File: config.mk
export PLATFORM = sky130hd
export DESIGN_NAME = led_chase_monitor
export DESIGN_NICKNAME = d
export VERILOG_FILES = /design/src/rtl/led_pkg.sv /design/src/rtl/onehot_dec.sv /design/src/rtl/led_chase_monitor.sv
export SDC_FILE = /design/constraint.sdc
export NUM_CORES = 1
export LEC_CHECK = 0
export ABC_AREA = 1
export CAP_MARGIN = 20
export CORE_MARGIN = 5
export CORE_UTILIZATION = 55
export DETAILED_ROUTE_END_ITERATION = 10
export GPL_TIMING_DRIVEN = 0
export PLACE_DENSITY = 0.81
export SYNTH_ARGS = -nofsm -noshare
export SYNTH_HDL_FRONTEND = slang
export SYNTH_SLANG_ARGS = --single-unit
File: constraint.sdc
create_clock -name clk -period 6.12 [get_ports clk]
set_input_delay 0.612 -clock clk [delete_from_list [all_inputs] [get_ports clk]]
set_output_delay 0.612 -clock clk [all_outputs]
set_load 0.02 [all_outputs]
File: src/rtl/led_pkg.sv
// ---------------------------------------------------------------------------
// led_pkg
// Shared definitions for the LED chaser and its receive-side monitor.
//   LED_WIDTH    : width of the LED bus driven by the chaser
//   LED_WRAP_POS : highest lit position before the chaser returns to 0
//   mon_state_t  : monitor sequencing states (IDLE, TRACK)
// ---------------------------------------------------------------------------
package led_pkg;

  localparam int LED_WIDTH    = 16;
  localparam int LED_WRAP_POS = 14;

  typedef enum logic [0:0] {
    IDLE  = 1'b0,
    TRACK = 1'b1
  } mon_state_t;

endpackage : led_pkg

File: src/rtl/onehot_dec.sv
// ---------------------------------------------------------------------------
// onehot_dec
// Purely combinational decode of one LED bus sample.
// Ports:
//   vec  in  WIDTH  sample to decode
//   zero out 1      no bit set
//   hot  out 1      exactly one bit set, at a position not above WRAP_POS
//   idx  out IDXW   index of the (highest) set bit
// ---------------------------------------------------------------------------
module onehot_dec #(
  parameter int WIDTH    = 16,
  parameter int WRAP_POS = 14,
  parameter int IDXW     = 4
) (
  input  logic [WIDTH-1:0] vec,
  output logic             zero,
  output logic             hot,
  output logic [IDXW-1:0]  idx
);

  localparam logic [IDXW-1:0]  WRAP_IDX = IDXW'(WRAP_POS);
  localparam logic [WIDTH-1:0] ONE_W    = {{(WIDTH-1){1'b0}}, 1'b1};

  logic single_s;

  // Classify the sample: empty, single bit (v & (v-1) clears the lowest set bit), and its index.
  always_comb begin
    zero     = (vec == {WIDTH{1'b0}});
    single_s = (!zero) && ((vec & (vec - ONE_W)) == {WIDTH{1'b0}});
    idx      = {IDXW{1'b0}};
    for (int i = 0; i < WIDTH; i++) begin
      idx = vec[i] ? IDXW'(i) : idx;
    end
    // A lone bit beyond the wrap position is never part of a valid chase.
    hot      = single_s && (idx <= WRAP_IDX);
  end

endmodule : onehot_dec

File: src/rtl/led_chase_monitor.sv
// ---------------------------------------------------------------------------
// led_chase_monitor
// Receive-side checker for the walking one-hot LED chaser bus. Locks onto the
// sequence, reports the lit position, counts laps and flags deviations.
// Ports:
//   clk       in  1      clock, all state on rising edge
//   rst       in  1      synchronous active-high reset
//   ledin     in  WIDTH  LED bus under test
//   pos       out 4      lit index of the last accepted sample
//   pos_valid out 1      pulse per accepted sample
//   locked    out 1      LOCK_N consecutive correct steps seen
//   lap_pulse out 1      pulse when WRAP_POS is followed by 0
//   lap_cnt   out 16     completed laps, wraps
//   err       out 1      pulse per sequence violation
//   err_cnt   out ERRW   violations since reset, saturating
// Latency: ledin -> outputs is two clocks (input register + decision register).
// ---------------------------------------------------------------------------
module led_chase_monitor
  import led_pkg::*;
#(
  parameter int WIDTH    = LED_WIDTH,
  parameter int WRAP_POS = LED_WRAP_POS,
  parameter int LOCK_N   = 4,
  parameter int ERRW     = 8
) (
  input  logic             clk,
  input  logic             rst,
  input  logic [WIDTH-1:0] ledin,
  output logic [3:0]       pos,
  output logic             pos_valid,
  output logic             locked,
  output logic             lap_pulse,
  output logic [15:0]      lap_cnt,
  output logic             err,
  output logic [ERRW-1:0]  err_cnt
);

  localparam int IDXW = 4;
  localparam int RUNW = $clog2(LOCK_N + 1);

  localparam logic [IDXW-1:0] WRAP_IDX = IDXW'(WRAP_POS);
  localparam logic [RUNW-1:0] RUN_MAX  = RUNW'(LOCK_N);
  localparam logic [RUNW-1:0] RUN_ONE  = {{(RUNW-1){1'b0}}, 1'b1};
  localparam logic [ERRW-1:0] ERR_MAX  = {ERRW{1'b1}};
  localparam logic [ERRW-1:0] ERR_ONE  = {{(ERRW-1){1'b0}}, 1'b1};

  logic [WIDTH-1:0] ledin_q_r;
  mon_state_t       state_r;
  logic [IDXW-1:0]  exp_r;
  logic [RUNW-1:0]  run_r;

  logic             zero_s;
  logic             hot_s;
  logic [IDXW-1:0]  idx_s;
  logic             match_s;
  logic             restart_s;
  logic [RUNW-1:0]  run_inc_s;

  onehot_dec #(
    .WIDTH    (WIDTH),
    .WRAP_POS (WRAP_POS),
    .IDXW     (IDXW)
  ) u_dec (
    .vec  (ledin_q_r),
    .zero (zero_s),
    .hot  (hot_s),
    .idx  (idx_s)
  );

  // Step qualifiers derived from the registered sample.
  always_comb begin
    match_s   = hot_s && (idx_s == exp_r);
    restart_s = hot_s && (idx_s == {IDXW{1'b0}});
    run_inc_s = (run_r == RUN_MAX) ? RUN_MAX : (run_r + RUN_ONE);
  end

  // Input register, sequencing FSM and all registered outputs.
  always_ff @(posedge clk) begin
    if (rst) begin
      ledin_q_r <= {WIDTH{1'b0}};
      state_r   <= IDLE;
      exp_r     <= {IDXW{1'b0}};
      run_r     <= {RUNW{1'b0}};
      pos       <= 4'd0;
      pos_valid <= 1'b0;
      locked    <= 1'b0;
      lap_pulse <= 1'b0;
      lap_cnt   <= 16'd0;
      err       <= 1'b0;
      err_cnt   <= {ERRW{1'b0}};
    end else begin
      ledin_q_r <= ledin;
      pos_valid <= 1'b0;
      lap_pulse <= 1'b0;
      err       <= 1'b0;
      case (state_r)
        IDLE: begin
          if (restart_s) begin
            state_r   <= TRACK;
            exp_r     <= 4'd1;
            pos       <= 4'd0;
            pos_valid <= 1'b1;
            run_r     <= RUN_ONE;
            locked    <= (RUN_ONE == RUN_MAX);
          end else if (zero_s) begin
            // The chaser sits at zero for a cycle after its own reset; not an error.
            state_r <= IDLE;
            locked  <= 1'b0;
          end else begin
            // Any other pattern while searching is simply not a start point.
            state_r <= IDLE;
            locked  <= 1'b0;
          end
        end
        TRACK: begin
          if (match_s) begin
            pos       <= idx_s;
            pos_valid <= 1'b1;
            exp_r     <= (idx_s == WRAP_IDX) ? 4'd0 : (idx_s + 4'd1);
            run_r     <= run_inc_s;
            locked    <= (run_inc_s == RUN_MAX);
            // An accepted 0 in TRACK can only follow WRAP_POS: a lap just closed.
            if (idx_s == 4'd0) begin
              lap_pulse <= 1'b1;
              lap_cnt   <= lap_cnt + 16'd1;
            end else begin
              lap_cnt   <= lap_cnt;
            end
          end else begin
            err    <= 1'b1;
            locked <= 1'b0;
            run_r  <= {RUNW{1'b0}};
            if (err_cnt != ERR_MAX) begin
              err_cnt <= err_cnt + ERR_ONE;
            end else begin
              err_cnt <= err_cnt;
            end
            // An out-of-order 0 is a fresh start: resync at once, one error only.
            if (restart_s) begin
              state_r <= TRACK;
              exp_r   <= 4'd1;
            end else begin
              state_r <= IDLE;
              exp_r   <= 4'd0;
            end
          end
        end
        default: begin
          state_r <= IDLE;
          exp_r   <= {IDXW{1'b0}};
          run_r   <= {RUNW{1'b0}};
          locked  <= 1'b0;
        end
      endcase
    end
  end

endmodule : led_chase_monitor

==> results of run 1 <==
[logic make-up (layout without fill, tap and decap cells)]
kind of cell,after synthesis,count (layout),share of synthesized area [%]
buffers and inverters,89,144,11.9
xor gates and xnor gates,6,6,1.78
and+or+nand+nor,227,227,36.4
DFF,56,56,38.0
AOI/OAI and AO/OA,52,52,9.36
adders and majority gates,6,6,2.54
[layout make-up]
class	instances	area [sq um]	area share [%]
inverter	79	297	8.24
clock inverter	1	5.00	0.139
clock buffer	6	72.6	2.02
buffer	10	55.1	1.53
tap	70	87.6	2.43
timing repair buffer	48	480	13.4
multi-input combinational	291	1480	41.1
sequential	56	1120	31.2
[metrics by stage]
step	setup WS, ns	std cells
after floorplan	4.00	436
after CTS	3.54	561
final	3.56	561
after detailed placement	3.58	554
after global routing	3.11	561
after global placement	3.62	554
[report_power, final]
part	leakage, uW	internal, uW	switching [uW]	total, uW
Clock	0.0000410	78.3	117	195
Combinational	0.00112	28.9	43.6	72.5
Sequential	0.000455	370	6.02	376
Total	0.00162	477	166	643
[metal layers]
metal | GRT usage, % | vias up | part of all wire (%)
met5 | 0 | - | 0
met4 | 5.65 | 0 | 1.1
met3 | 3.47 | 8 | 3.5
met2 | 34.5 | 57 | 49
met1 | 25.1 | 1288 | 47
li1 | - | 1470 | -
[path summary, 6_finish.rpt]
check	from	endpoint	slack, ns
worst max-delay path	ledin_q_r[2]$_SDFF_PP0_	run_r[0]$_SDFFE_PP0P_	3.56
worst min-delay path	pos[0]$_SDFFE_PP0P_	pos[0]$_SDFFE_PP0P_	0.47
worst max register to register	ledin_q_r[2]$_SDFF_PP0_	run_r[0]$_SDFFE_PP0P_	3.56
worst min register to register	pos[0]$_SDFFE_PP0P_	pos[0]$_SDFFE_PP0P_	0.47
[registers in the layout (all words and copies together) (netlist names)]
name,count
err,1
err_cnt,8
exp_r,4
lap_cnt,16
lap_pulse,1
ledin_q_r,16
locked,1
pos,4
pos_valid,1
run_r,3
state_r,1
[synth_stat cells (all sizes together)]
master  instances  area [sq um]
a31oi           1          6.26
xor2            5          43.8
clkbuf          5          18.8
o31ai           1          7.51
buf             5          36.3
a21oi          27           135
o21ai          19          95.1
o21bai          2          15.0
nand2          98           378
nand3b          2          15.0
nor4            2          18.8
inv            79           297
a22oi           1          7.51
nor3            5          30.0
ha              6          75.1
dfxtp          56          1120
o211a           1          10.0
xnor2           1          8.76
nand4          15           106
nand3          27           153
nor2           78           375
[worst max-delay path: cells and delay by family, from the launching register on]
kind / cells / cell delay, ns
simple gates: 20 / 1.65
buf+inv: 3 / 0.30
fa+ha+maj: 1 / 0.15
compound gates: 1 / 0.09
flops: 1 / 0.32
==> reports/qor.txt, run 1 <==
Sink Count = 56
Starting Density = 57.1%
Slew @ Worst Pin = 0.564 ns
Num CTS Buffers = 5
RePlAce Congestion = 0.856
status = completed
H-tree levels = 2
unrepaired setup endpoints after global routing = false
fin util = 69.6%
routed vias = 2,823
postcts setup bufs = 0
leading cell type in the layout, fill and taps excluded = nand2_1
count of cell types in the netlist = 33
Slew HR = 62.4%
Die ar. = 0.00693 sq mm
Req. time, crit path = 6.38 ns
Mapped Area = 0.00295 sq mm
max cap viols = 0
io pins = 50
most frequent cells in the layout = nand2_1, inv_1, nor2_1, dfxtp_1, clkdlybuf4s50_1
Hold Vio Cnt, Final = 0
vias in the first global route = 2,642
f_max = 0.391 GHz
drt pass-1 iters = 4
register area share after synthesis = 38.0%
Synthesized Nets = 460
antenna violations before repair = 0
Final Max Tran Viols = 0
Avg Inst Size Synth = 6.77 sq um
HPWL after DPL = 5130 um
most frequent CP cell = nand2_1
DRT iter0 DRCs = 93
worst-path maximum fanout = 6
GR Overflow Total = 0
clk root buf = clkbuf_8
#FFs+latches synth = 56
# DRC = 0
wire per inst = 12.2 um
clock period minus worst slack = 2.56 ns
Syn Inst Count = 436
core region area = 0.00517 sq mm
layout net count = 515
design area = 0.00360 sq mm
n_diodes = 0
share of cells above drive strength 1 = 7.54%
Via density = 5.03
clk_skew = 0.00595 ns
WL final = 6840 um
Hold WC Path Type = flip-flop to flip-flop
Yosys warning count = 0
PortBufs = 48
latest clock arrival within the worst-skew pair = 0.31 ns
first-pass GRT wire length = 11,600 um
hold slack = 0.469 ns
total power = 643 uW
Pwr Density = 179 mW/mm^2
cell row count = 26
peak supply drop = 0.000114 V
Clock Path Buffers = 2
Leakage = 0.00162 uW
largest net degree at the start of global routing = 16
setup_tns = 0 ns
overall global routing resource usage = 19.8%
final antenna-violating net count = 0
# setup viols final = 0
final-layout fill cell count = 457
Worst setup SP type = flip-flop
Syn-to-layout area delta = 21.9%
CTS tree = yes
Crit-path slowest cell = dfxtp_1
worst-case reg-to-reg path depth = 25
Hold Buf Count CTS = 0
crit end category = flip-flop
CP peak stage delay = 0.32 ns
kind of critical path = flip-flop to flip-flop
CTS clk-pin slew, worst paths = 0.10 ns
Area after DPL = 0.00352 sq mm
fin crit share = 41.8%
# resized after CTS = 0
die height = 83.3 um
Crit path arrival time = 2.82 ns
Hold Path Depth = 2
die width = 83.3 um
Power figures use the tool's default switching activity.
==> run 2: changes to the inputs <==
--- a/config.mk
+++ b/config.mk
@@ -8,10 +8,10 @@
 export ABC_AREA = 1
 export CAP_MARGIN = 20
 export CORE_MARGIN = 5
-export CORE_UTILIZATION = 55
+export CORE_UTILIZATION = 48
 export DETAILED_ROUTE_END_ITERATION = 10
 export GPL_TIMING_DRIVEN = 0
-export PLACE_DENSITY = 0.81
+export PLACE_DENSITY = 0.75
 export SYNTH_ARGS = -nofsm -noshare
 export SYNTH_HDL_FRONTEND = slang
 export SYNTH_SLANG_ARGS = --single-unit
==> constraint.sdc (replaced) <==
create_clock -name clk -period 2.3 [get_ports clk]
set_input_delay 0.23 -clock clk [delete_from_list [all_inputs] [get_ports clk]]
set_output_delay 0.23 -clock clk [all_outputs]
set_load 0.02 [all_outputs]
==> run 2 against run 1 <==
The run now ends with negative setup slack left. Die area up 13%. Design area up 13%. Clock skew down 0.0015 ns. Final cell count up 5.2%. Flip-flop and latch count unchanged. Register-to-register slack worse by 3.6 ns. Clock-buffer cell count up 1. Clock power rose to 2.9 times the previous value. Setup slack worse by 3.6 ns. Sequential power rose to 2.7 times the previous value. Power rose to 2.8 times the previous value. Combinational power rose to 3.5 times the previous value. Largest power group unchanged.
==> reports/qor.txt, run 2 (same netlist as run 1, synthesis figures left out) <==
Hold Path Depth = 2
first-pass GRT wire length = 11,500 um
core region area = 0.00596 sq mm
Pwr Density = 449 mW/mm^2
PortBufs = 48
latest clock arrival within the worst-skew pair = 0.30 ns
die width = 88.4 um
Worst setup SP type = flip-flop
layout net count = 539
worst path buffer plus inverter count = 1
largest net degree at the start of global routing = 16
Setup WS pre-CTS = -0.222 ns
Syn-to-layout area delta = 37.3%
unrepaired setup endpoints after global routing = true
n_diodes = 0
hold_sp = rst
final setup margin = -0.0336 ns
crit end category = flip-flop
kind of critical path = flip-flop to flip-flop
R2R Setup Slk = -0.03 ns
design area = 0.00405 sq mm
share of cells above drive strength 1 = 21.6%
drt pass-1 iters = 4
Hold WC Path Type = input port to flip-flop
Top Registers = lap_cnt (16), ledin_q_r (16), err_cnt (8)
Crit-path slowest cell = dfxtp_4
crit-path cells = nor2_4 > nand2_4 > nor2_4 > nand2_1 > nand2_1 > nand2_1 > nor3_2 > nand3b_1 > nor2_4 > nand4_2 > nor2_4 > buf_4 > nand4_1 > nand2_1 > nor2_1
wire per inst = 12.2 um
die height = 88.4 um
overall global routing resource usage = 18.3%
leading cell type in the layout, fill and taps excluded = nand2_1
fin util = 68.1%
Hold Vio Cnt, Final = 0
cell row count = 28
max cap viols = 0
DRT iter0 DRCs = 179
HPWL after DPL = 5020 um
Slew HR = 60.5%
io pins = 50
Slew @ Worst Pin = 0.588 ns
Req. time, crit path = 2.51 ns
clk_skew = 0.00445 ns
Clock Path Buffers = 2
Area after DPL = 0.00353 sq mm
Hold EP = pos_valid$_SDFF_PP0_
Via density = 4.95
clock period minus worst slack = 2.33 ns
# setup viols final = 9
Die ar. = 0.00782 sq mm
status = complete, but fails checks
CTS clk-pin slew, worst paths = 0.09 ns
GR Overflow Total = 0
antenna violations before repair = 0
capture point of the worst reg-to-reg path = lap_cnt[8]$_SDFFE_PP0P_
Final Max Tran Viols = 0
Starting Density = 49.6%
vias in the first global route = 2,689
peak supply drop = 0.000352 V
Crit path arrival time = 2.54 ns
Sink Count = 56
worst-case reg-to-reg path depth = 15
Num CTS Buffers = 5
Top Family by Delay on Critical Path = simple AND/OR/NAND/NOR gates
placed cells = 559
routed vias = 2,919
CP peak stage delay = 0.37 ns
total power = 1820 uW
RePlAce Congestion = 0.867
CTS tree = yes
violated checks = negative setup slack
fin crit share = 101%
final antenna-violating net count = 0
Final Non-Filler Cells = 590
clk root buf = clkbuf_8
most frequent cells in the layout = nand2_1, inv_1, nor2_1, clkdlybuf4s50_1, dfxtp_1
worst-path maximum fanout = 6
f_max = 0.429 GHz
H-tree levels = 2
WL final = 7220 um
# DRC = 0
RR Startpoint = ledin_q_r[7]$_SDFF_PP0_
Leakage = 0.00179 uW
-- run 2: changes by cell type in the layout (fill, tap and decap cells not counted), moves of 5 or more --
| cell | change |
|---|---|
| nand2_1 | -15 |
| buf_4 | +18 |
| dfxtp_1 | -11 |
| nor2_2 | -5 |
| nor2_4 | +7 |
| inv_2 | +5 |
| nand2_4 | +5 |
| nand2_2 | +10 |
| dfxtp_2 | +8 |
| buf_6 | +7 |
| inv_1 | -8 |
| nand3_1 | -5 |
-- run 2: report_power, final --
part | total (uW) | leakage [uW] | switching (uW) | internal, uW
registers | 1000 | 0.000459 | 19.1 | 984
logic | 251 | 0.00128 | 143 | 109
clock network | 568 | 0.0000503 | 299 | 269
total | 1820 | 0.00179 | 460 | 1360
-- run 2: timing repair --
item                                    CTS  global route
hold buffers                              0             0
endpoints found under the setup margin   28            38
gates cloned                              2             1
setup buffers                            10            12
pin swaps                                13            21
gates resized for setup                  33            50
-- run 2: how the worst max path moves through the flow --
stage / from / end / slack (ns) / cells after the start
6_report: ledin_q_r[7]$_SDFF_PP0_ / lap_cnt[8]$_SDFFE_PP0P_ / -0.03 / 15
5_1_grt: ledin_q_r[7]$_SDFF_PP0_ / lap_cnt[8]$_SDFFE_PP0P_ / -0.22 / 16
4_1_cts: ledin_q_r[4]$_SDFF_PP0_ / lap_cnt[12]$_SDFFE_PP0P_ / -0.01 / 16
3_5_place_dp: ledin_q_r[2]$_SDFF_PP0_ / run_r[0]$_SDFFE_PP0P_ / -0.22 / 25
3_3_place_gp: ledin_q_r[2]$_SDFF_PP0_ / run_r[0]$_SDFFE_PP0P_ / -0.20 / 25
2_1_floorplan: ledin_q_r[2]$_SDFF_PP0_ / run_r[0]$_SDFFE_PP0P_ / 0.18 / 25
-- run 2: metrics by stage --
| step | hold WS, ns | setup TNS (ns) |
|---|---|---|
| detailed placement | 0.464 | -2.73 |
| finish | 0.318 | -0.129 |
| global placement | 0.449 | -2.37 |
| floorplan | 0.337 | 0 |
| CTS | 0.316 | -0.0173 |
| global route | 0.343 | -5.10 |
-- run 2: metal layers --
metal / up-vias / GRT usage [%] / share of wire [%]
li1: 1512 / - / -
met2: 68 / 32.0 / 51
met3: 6 / 3.63 / 4.0
met1: 1333 / 22.8 / 45
met4: 0 / 5.36 / 0.66
met5: - / 0 / 0
-- run 2: final cells by class --
cell class	count	area, sq um
fillers	506	1900
multi-input cells	291	1670
flip-flops and latches	56	1140
repair buffers	72	683
inverters	79	305
clock buffers	7	96.3
well taps	75	93.8
plain buffers	10	61.3
